### src/rtl/pipe_ctrl_pkg.sv
// Shared types for the pipeline sequencing controller: FSM states,
// forwarding-select and result-source encodings, and a dependency helper.
package pipe_ctrl_pkg;

    typedef enum logic [1:0] {
        RUN    = 2'd0,
        DRAIN  = 2'd1,
        HALTED = 2'd2
    } state_t;

    typedef enum logic [1:0] {
        FWD_RF  = 2'b00,
        FWD_WB  = 2'b01,
        FWD_MEM = 2'b10
    } fwd_t;

    typedef enum logic [1:0] {
        MTR_ALU  = 2'b00,
        MTR_MEM  = 2'b01,
        MTR_LINK = 2'b10
    } mtr_t;

    // A source depends on a producer only if the producer really writes a
    // register other than $0.
    function automatic logic dep(input logic [4:0] src, input logic [4:0] dst,
                                 input logic we);
        return we && (dst != 5'd0) && (src == dst);
    endfunction

endpackage

### src/rtl/fwd_unit.sv
// Combinational forwarding selects for the E-stage ALU operands and the
// D-stage branch comparator. Disabled (all register-file) while halted.
module fwd_unit
    import pipe_ctrl_pkg::*;
(
    input  logic       en,
    input  logic [4:0] rs_d,
    input  logic [4:0] rt_d,
    input  logic [4:0] rs_e,
    input  logic [4:0] rt_e,
    input  logic [4:0] writereg_m,
    input  logic [4:0] writereg_w,
    input  logic       regwrite_m,
    input  logic       regwrite_w,
    input  logic [1:0] memtoreg_m,
    output logic [1:0] fwd_a_e,
    output logic [1:0] fwd_b_e,
    output logic       fwd_a_d,
    output logic       fwd_b_d
);

    // M wins over W: it holds the younger, more recent value.
    function automatic fwd_t sel_e(input logic [4:0] src);
        if (dep(src, writereg_m, regwrite_m))      return FWD_MEM;
        else if (dep(src, writereg_w, regwrite_w)) return FWD_WB;
        else                                       return FWD_RF;
    endfunction

    logic m_is_alu;
    assign m_is_alu = (memtoreg_m == MTR_ALU);

    assign fwd_a_e = en ? sel_e(rs_e) : FWD_RF;
    assign fwd_b_e = en ? sel_e(rt_e) : FWD_RF;
    assign fwd_a_d = en && m_is_alu && dep(rs_d, writereg_m, regwrite_m);
    assign fwd_b_d = en && m_is_alu && dep(rt_d, writereg_m, regwrite_m);

endmodule

### src/rtl/pipeline_hazard_ctrl.sv
// Hazard/sequencing controller for the 5-stage MIPS pipeline: stall and flush
// generation, HALT drain FSM and a saturating stall-cycle counter.
module pipeline_hazard_ctrl
    import pipe_ctrl_pkg::*;
#(
    parameter int DRAIN_CYCLES = 3,
    parameter int CNT_W        = 16
) (
    input  logic             clk,
    input  logic             rst_n,
    input  logic [4:0]       rs_d,
    input  logic [4:0]       rt_d,
    input  logic [4:0]       rs_e,
    input  logic [4:0]       rt_e,
    input  logic [4:0]       writereg_e,
    input  logic [4:0]       writereg_m,
    input  logic [4:0]       writereg_w,
    input  logic             regwrite_e,
    input  logic             regwrite_m,
    input  logic             regwrite_w,
    input  logic [1:0]       memtoreg_e,
    input  logic [1:0]       memtoreg_m,
    input  logic             branch_d,
    input  logic             jump_d,
    input  logic             jumpr_d,
    input  logic             pcsrc_d,
    input  logic             load_d,
    input  logic             resume,
    output logic             stall_f,
    output logic             stall_d,
    output logic             flush_d,
    output logic             flush_e,
    output logic [1:0]       fwd_a_e,
    output logic [1:0]       fwd_b_e,
    output logic             fwd_a_d,
    output logic             fwd_b_d,
    output logic             halted,
    output logic [CNT_W-1:0] stall_cycles
);

    localparam int DW = (DRAIN_CYCLES > 1) ? $clog2(DRAIN_CYCLES) : 1;

    state_t         state, state_nx;
    logic [DW-1:0]  drain_cnt, drain_nx;
    logic           resume_flush, resume_flush_nx;

    fwd_unit u_fwd (
        .en         (state != HALTED),
        .rs_d       (rs_d),
        .rt_d       (rt_d),
        .rs_e       (rs_e),
        .rt_e       (rt_e),
        .writereg_m (writereg_m),
        .writereg_w (writereg_w),
        .regwrite_m (regwrite_m),
        .regwrite_w (regwrite_w),
        .memtoreg_m (memtoreg_m),
        .fwd_a_e    (fwd_a_e),
        .fwd_b_e    (fwd_b_e),
        .fwd_a_d    (fwd_a_d),
        .fwd_b_d    (fwd_b_d)
    );

    logic lwstall, brstall, hz_stall;
    logic m_not_alu;
    assign m_not_alu = (memtoreg_m != MTR_ALU);

    assign lwstall = (memtoreg_e == MTR_MEM) &&
                     (dep(rs_d, writereg_e, regwrite_e) || dep(rt_d, writereg_e, regwrite_e));

    // A comparator in D can take an M ALU result, but nothing still in E and
    // no non-ALU result in M.
    assign brstall =
        (branch_d && (dep(rs_d, writereg_e, regwrite_e) || dep(rt_d, writereg_e, regwrite_e) ||
                      (m_not_alu && (dep(rs_d, writereg_m, regwrite_m) ||
                                     dep(rt_d, writereg_m, regwrite_m))))) ||
        (jumpr_d  && (dep(rs_d, writereg_e, regwrite_e) ||
                      (m_not_alu && dep(rs_d, writereg_m, regwrite_m))));

    assign hz_stall = lwstall || brstall;

    // NOTE: every signal written here gets a default first so no path leaves
    // it unassigned; otherwise synthesis infers a latch.
    always_comb begin
        state_nx        = state;
        drain_nx        = drain_cnt;
        resume_flush_nx = 1'b0;
        stall_f         = hz_stall;
        stall_d         = hz_stall;
        flush_e         = hz_stall;
        flush_d         = resume_flush || ((pcsrc_d || jump_d || jumpr_d) && !hz_stall);
        halted          = 1'b0;
        case (state)
            RUN: begin
                // The cycle after resume still has the old HALT in IF/ID being
                // flushed; it must not be accepted a second time.
                if (!load_d && !hz_stall && !resume_flush) begin
                    state_nx = DRAIN;
                    drain_nx = DW'(DRAIN_CYCLES - 1);
                end
            end
            DRAIN: begin
                stall_f = 1'b1;
                stall_d = 1'b1;
                flush_e = 1'b1;
                flush_d = 1'b0;
                if (drain_cnt == '0) state_nx = HALTED;
                else                 drain_nx = drain_cnt - 1'b1;
            end
            HALTED: begin
                stall_f = 1'b1;
                stall_d = 1'b1;
                flush_e = 1'b1;
                flush_d = 1'b0;
                halted  = 1'b1;
                if (resume) begin
                    state_nx        = RUN;
                    resume_flush_nx = 1'b1;
                end
            end
            default: state_nx = RUN;
        endcase
    end

    // NOTE: sequential state uses non-blocking assignments so every register
    // samples pre-edge values regardless of statement order.
    always_ff @(posedge clk or negedge rst_n) begin
        if (!rst_n) begin
            state        <= RUN;
            drain_cnt    <= '0;
            resume_flush <= 1'b0;
            stall_cycles <= '0;
        end else begin
            state        <= state_nx;
            drain_cnt    <= drain_nx;
            resume_flush <= resume_flush_nx;
            if (state == RUN && hz_stall && stall_cycles != '1)
                stall_cycles <= stall_cycles + CNT_W'(1);
        end
    end

endmodule

### config.mk
export PLATFORM = sky130hd
export DESIGN_NAME = pipeline_hazard_ctrl
export DESIGN_NICKNAME = d
export VERILOG_FILES = /design/src/rtl/pipe_ctrl_pkg.sv /design/src/rtl/fwd_unit.sv /design/src/rtl/pipeline_hazard_ctrl.sv
export SDC_FILE = /design/constraint.sdc
export NUM_CORES = 1
export LEC_CHECK = 0
export ABC_AREA = 0
export BUFFER_PORTS_ARGS = -buffer_cell sky130_fd_sc_hd__buf_2
export CAP_MARGIN = 10
export CORE_UTILIZATION = 45
export CTS_BUF_LIST = sky130_fd_sc_hd__clkbuf_8
export DETAILED_ROUTE_END_ITERATION = 6
export GPL_ROUTABILITY_DRIVEN = 0
export MAX_ROUTING_LAYER = met4
export PLACE_DENSITY = 0.82
export SLEW_MARGIN = 20
export SYNTH_ARGS = -nofsm -noshare
export SYNTH_HDL_FRONTEND = slang
export SYNTH_HIERARCHICAL = 1
export SYNTH_SLANG_ARGS = --single-unit
### constraint.sdc
create_clock -name clk -period 2.7 [get_ports clk]
set_input_delay 0.135 -clock clk [delete_from_list [all_inputs] [get_ports clk]]
set_output_delay 0.135 -clock clk [all_outputs]
set_load 0.02 [all_outputs]
# Yosys cells after proc, flatten, opt, wreduce, memory -nomap -nowiden
# Cells that the tools add are included.
# op_classes
add_sub_neg,2
n_eq_ne,17
mux,18
reduce_logical,47
# op_table
cell,n
== test 5 bit,8
logical AND 1 bit,24
2-to-1 mux 2 bit,9
"adder 16 x 1 -> 16 bit, second input constant",1
"inequality test 16 bit, second input constant",1
nonzero test 5 bit,3
"inequality test 2 bit, second input constant",5
logical OR 1 bit,9
2-to-1 mux 1 bit,7
zero test 2 bit,3
one-hot mux 2 bit (3 select lines),1
AND reduction 3 bit,2
"== test 2 x 1 -> 1 bit, second input constant",2
one-hot mux 2 bit (2 select lines),1
nonzero test 2 bit,2
zero test 1 bit,3
"== test 2 bit, second input constant",1
OR reduction 2 bit,1
"subtractor 2 x 1 -> 2 bit, second input constant",1
# totals
register_bits,21
output_inout_bits,27
elab_cells,88

# Depth between registers and ports, before layout
# depth
depth_word,14
mapped_depth,9
mapped_depth_nobuf,7

# Modules after synthesis
# Netlist, hierarchy kept.
# modules_own_cells
module,instances,cells_each,area_per_inst_um2,seq_area_each_um2
pipeline_hazard_ctrl,1,164,1482.7,525.5
fwd_unit,1,57,454.2,0.0

# Worst setup path before layout
# No wires, ideal clock.
# synth_timing
path_type,input-to-output
from,in writereg_e[1]
to,out stall_d
arrival_ps,2226
required_ps,2565
slack_ps,339
cell_stages,9
n_path_buf,3
path_cell_list,or4_1 > o21ai_2 > nor2_1 > a32o_1 > or3_1 > buf_2 > buf_6 > or2_2 > buf_4
# synth_between
elab_chain_cells,9
elab_cells_between_ends,15
cone_classes,2 x eq/ne; 1 x mux; 12 x reduce/logical
# synth_rtl
item,line,text
from (decl),pipeline_hazard_ctrl.sv:15,"input logic [4:0] writereg_e,"
nonzero test 5 bit,pipe_ctrl_pkg.sv:27,return we && (dst != 5'd0) && (src == dst);
logical AND 1 bit (2 in a row),pipe_ctrl_pkg.sv:27,
logical OR 1 bit,"pipeline_hazard_ctrl.sv:69, pipeline_hazard_ctrl.sv:74",
logical OR 1 bit,pipeline_hazard_ctrl.sv:74,"(branch_d && (dep(rs_d, writereg_e, regwrite_e) || dep(rt_d, writereg_e, regwrite_e) ||"
logical AND 1 bit,pipeline_hazard_ctrl.sv:74,
logical OR 1 bit,pipeline_hazard_ctrl.sv:76,"dep(rt_d, writereg_m, regwrite_m))))) ||"
logical OR 1 bit (*),pipeline_hazard_ctrl.sv:80,assign hz_stall = lwstall || brstall;
2-to-1 mux 1 bit (*),-,
to (decl),pipeline_hazard_ctrl.sv:30,"output logic stall_d,"
# Every way passes the cells marked *; elsewhere a longest branch is shown, timed or not.

# Worst setup path in the final report
# layout_timing
from,in writereg_e[1]
to,out flush_e
# layout_between
elab_chain_cells,9
elab_cells_between_ends,15
cone_classes,2 x eq/ne; 1 x mux; 12 x reduce/logical
# layout_rtl
item,line,text
nonzero test 5 bit,pipe_ctrl_pkg.sv:27,
logical AND 1 bit (2 in a row),pipe_ctrl_pkg.sv:27,
logical OR 1 bit,"pipeline_hazard_ctrl.sv:69, pipeline_hazard_ctrl.sv:74",
logical OR 1 bit,pipeline_hazard_ctrl.sv:74,
logical AND 1 bit,pipeline_hazard_ctrl.sv:74,
logical OR 1 bit,pipeline_hazard_ctrl.sv:76,
logical OR 1 bit (*),pipeline_hazard_ctrl.sv:80,
2-to-1 mux 1 bit (*),pipeline_hazard_ctrl.sv:93,case (state)
to (decl),pipeline_hazard_ctrl.sv:32,"output logic flush_e,"
# Marks and branches as above.

==> metrics.cfg <==
[timing]
tns_ns=0
period_minus_slack_ns=2.44
hold_ws_ns=0.135
grt_setup_unrepaired=no
worst_pin_slew_ns=0.745
hold_viol_final=0
skew_ns=0.00427
setup_ws_ns=0.260
drv_slew=0
max_freq_mhz=410
fin_crit_sh=0.904
maxSlewHeadroom=0.503
setup_viol=0

[cells_and_area]
fin_util=0.583
syn_to_final_growth_pct=22.2
fill_cells=383
num_antenna_cells=0
seq_area_um2=526
fin_cells=342
drive_gt1_frac=0.325
nets=349
multi_input_area_um2=1300

[routing]
via_count=1886
routed_via_density=5.51
ant_nets=0
first_iter_violations=82
drt_wl_total_um=4830
post-route-drc-count=0
avgRoutedWirePerCell_um=14.1
drt_first_pass_iters=4

[global_route]
grt_max_degree=22
grt_pass1_vias=1777
overflow=0
antenna_found_initial=0
grtUsageTotal=0.224
grt_pass1_wl_um=7650

[setup_path]
cp.required_ns=2.57
worst_path_most_repeated_cell=buf_2
cpPeakStageDelay_ns=0.55
crit_fanout=9
cp_top_family=simple AND/OR/NAND/NOR gates
r2r_start=stall_cycles[6]$_DFFE_PN0P_
cp.arrival_ns=2.31
cp-start-kind=input port
rr_worst_depth=7
crit_type=in -> out
r2r_end=stall_cycles[1]$_DFFE_PN0P_
end_kind=output port
crit_path_top_delay_cell=or3_1
critPathBufInv=2
crit_chain=buf_2 -> or4_1 -> o21ai_2 -> nor2_1 -> a32o_1 -> or3_1 -> or2_2 -> buf_2
r2r_slack_ns=0.76

[outcome]
status=completed

[synthesis]
synth_edf_count=0
synth_nets=277
async_flop_share=1.00
synth_cells=221
synth_top_cell_by_area=dfrtp_1
synth_ff_type=dfrtp_1
synth_top_area_frac=0.271
yosys_warnings=6
netlist_area_um2=1940
yosys.cell_types.count=38
avgSynthCellArea_um2=8.76
synthTopCellsByArea=dfrtp_1 27%, xnor2_1 19%, xor2_1 10%, nand3_1 4.7%, ha_1 3.9%
synth_seq_area_share=0.271
post-synth-top-count-cell=xnor2_1
ys_ff_latch=21
synth_common_cells=41 x xnor2_1, 23 x xor2_1, 21 x dfrtp_1

[placement]
pre_cts_ws_ns=0.248
io_buffers=76
hpwl_um=3840
dpl.cell_count=337

[min_path]
whs_path_depth=2
hold_start=resume
holdPathEnd=resume_flush$_DFF_PN0_
worstHoldPathType=in -> reg

[clock_network]
htreeDepth=1
clockBufferDepth=2
cts_tree=built
post_cts_resized=0
clkTransAtPathRegs_ns=0.08
clk_latency_ns=0.26
cts_inserted_buffers=3
cts_root_buffer=clkbuf_8
postCtsSetupRepairBufs=0
cts_sinks=21

[floorplan]
ios=77
fp.dieArea_um2=4570
row_count=23
fp.dieH_um=67.6
die_w_um=67.6
design.core.area_um2=4060
start_util=0.477

[power_and_ir_drop]
max-vdd-ir-drop_v=0.000392
leakagePower_uw=0.00113
power_density_nw_per_um2=554

[job]
max_cap_viol_count=0

[power breakdown]
group / internal, uW / switching [uW]
Sequential: 362 / 44.8
Clock: 103 / 105
Combinational: 278 / 418
Total: 743 / 568
[cell usage in the layout (no fill, tap or decap), types with 4 or more instances in the layout]
cell type  synthesis  final
a21oi_1            4      4
and3_1             8      8
buf_2              1     76
dfrtp_1           21     21
ha_1               6      6
inv_1              8      8
nand2_1            8      8
nand3_1           18     18
nand4_1           11     11
nor2_1            13     13
nor3_1            12     12
xnor2_1           41     41
xor2_1            23     23
[registers in the layout, indices dropped and copies added (netlist names)]
register      cells
resume_flush      1
drain_cnt         2
stall_cycles     16
state             2
[timing repair]
action | 4_1_cts | 5_1_grt
setup endpoints to repair | 0 | 0
hold endpoints to repair | 21 | 0
hold buffers | 1 | 0
[worst max path at each step]
stage | start | endpoint | slack (ns) | cells after the start
5_1_grt | writereg_e[1] | stall_d | 0.20 | 8
4_1_cts | writereg_e[1] | flush_e | 0.25 | 8
3_3_place_gp | writereg_e[1] | flush_e | 0.28 | 8
6_report | writereg_e[1] | flush_e | 0.26 | 8
2_1_floorplan | writereg_e[1] | stall_d | 0.34 | 9
3_5_place_dp | writereg_e[1] | stall_cycles[1]$_DFFE_PN0P_ | 0.25 | 8
[per-stage QoR]
step,instance area (um^2),power [uW]
after floorplan,1940,920
after detailed placement,2310,1110
after CTS,2370,1320
final,2370,1310
after global placement,2310,1080
after global routing,2370,1420
[layer usage]
layer  up-vias  track usage  wire (um)
met5         -            -          0
met4         0       0.0585         91
met3        12       0.0389        245
met2        62        0.381       2400
met1       902        0.269       2090
li1        910            -          -
[final cells by class]
cell class | instances | share of cell area
flip-flops and latches | 21 | 0.222
inverters | 8 | 0.0127
clock inverters | 1 | 0.00211
clock buffers | 3 | 0.0174
repair buffers | 79 | 0.171
well taps | 50 | 0.0264
multi-input cells | 180 | 0.548
[cells by family after synthesis]
family	count (synthesis)	share of synthesized area
adders and majority gates	6	0.0388
AOI/OAI and AO/OA	18	0.0672
and+or+nand+nor	89	0.257
muxes	3	0.0174
xor gates and xnor gates	64	0.289
buffers and inverters	20	0.0588
DFF	21	0.271
No activity file was read; power rests on OpenSTA's default activity.
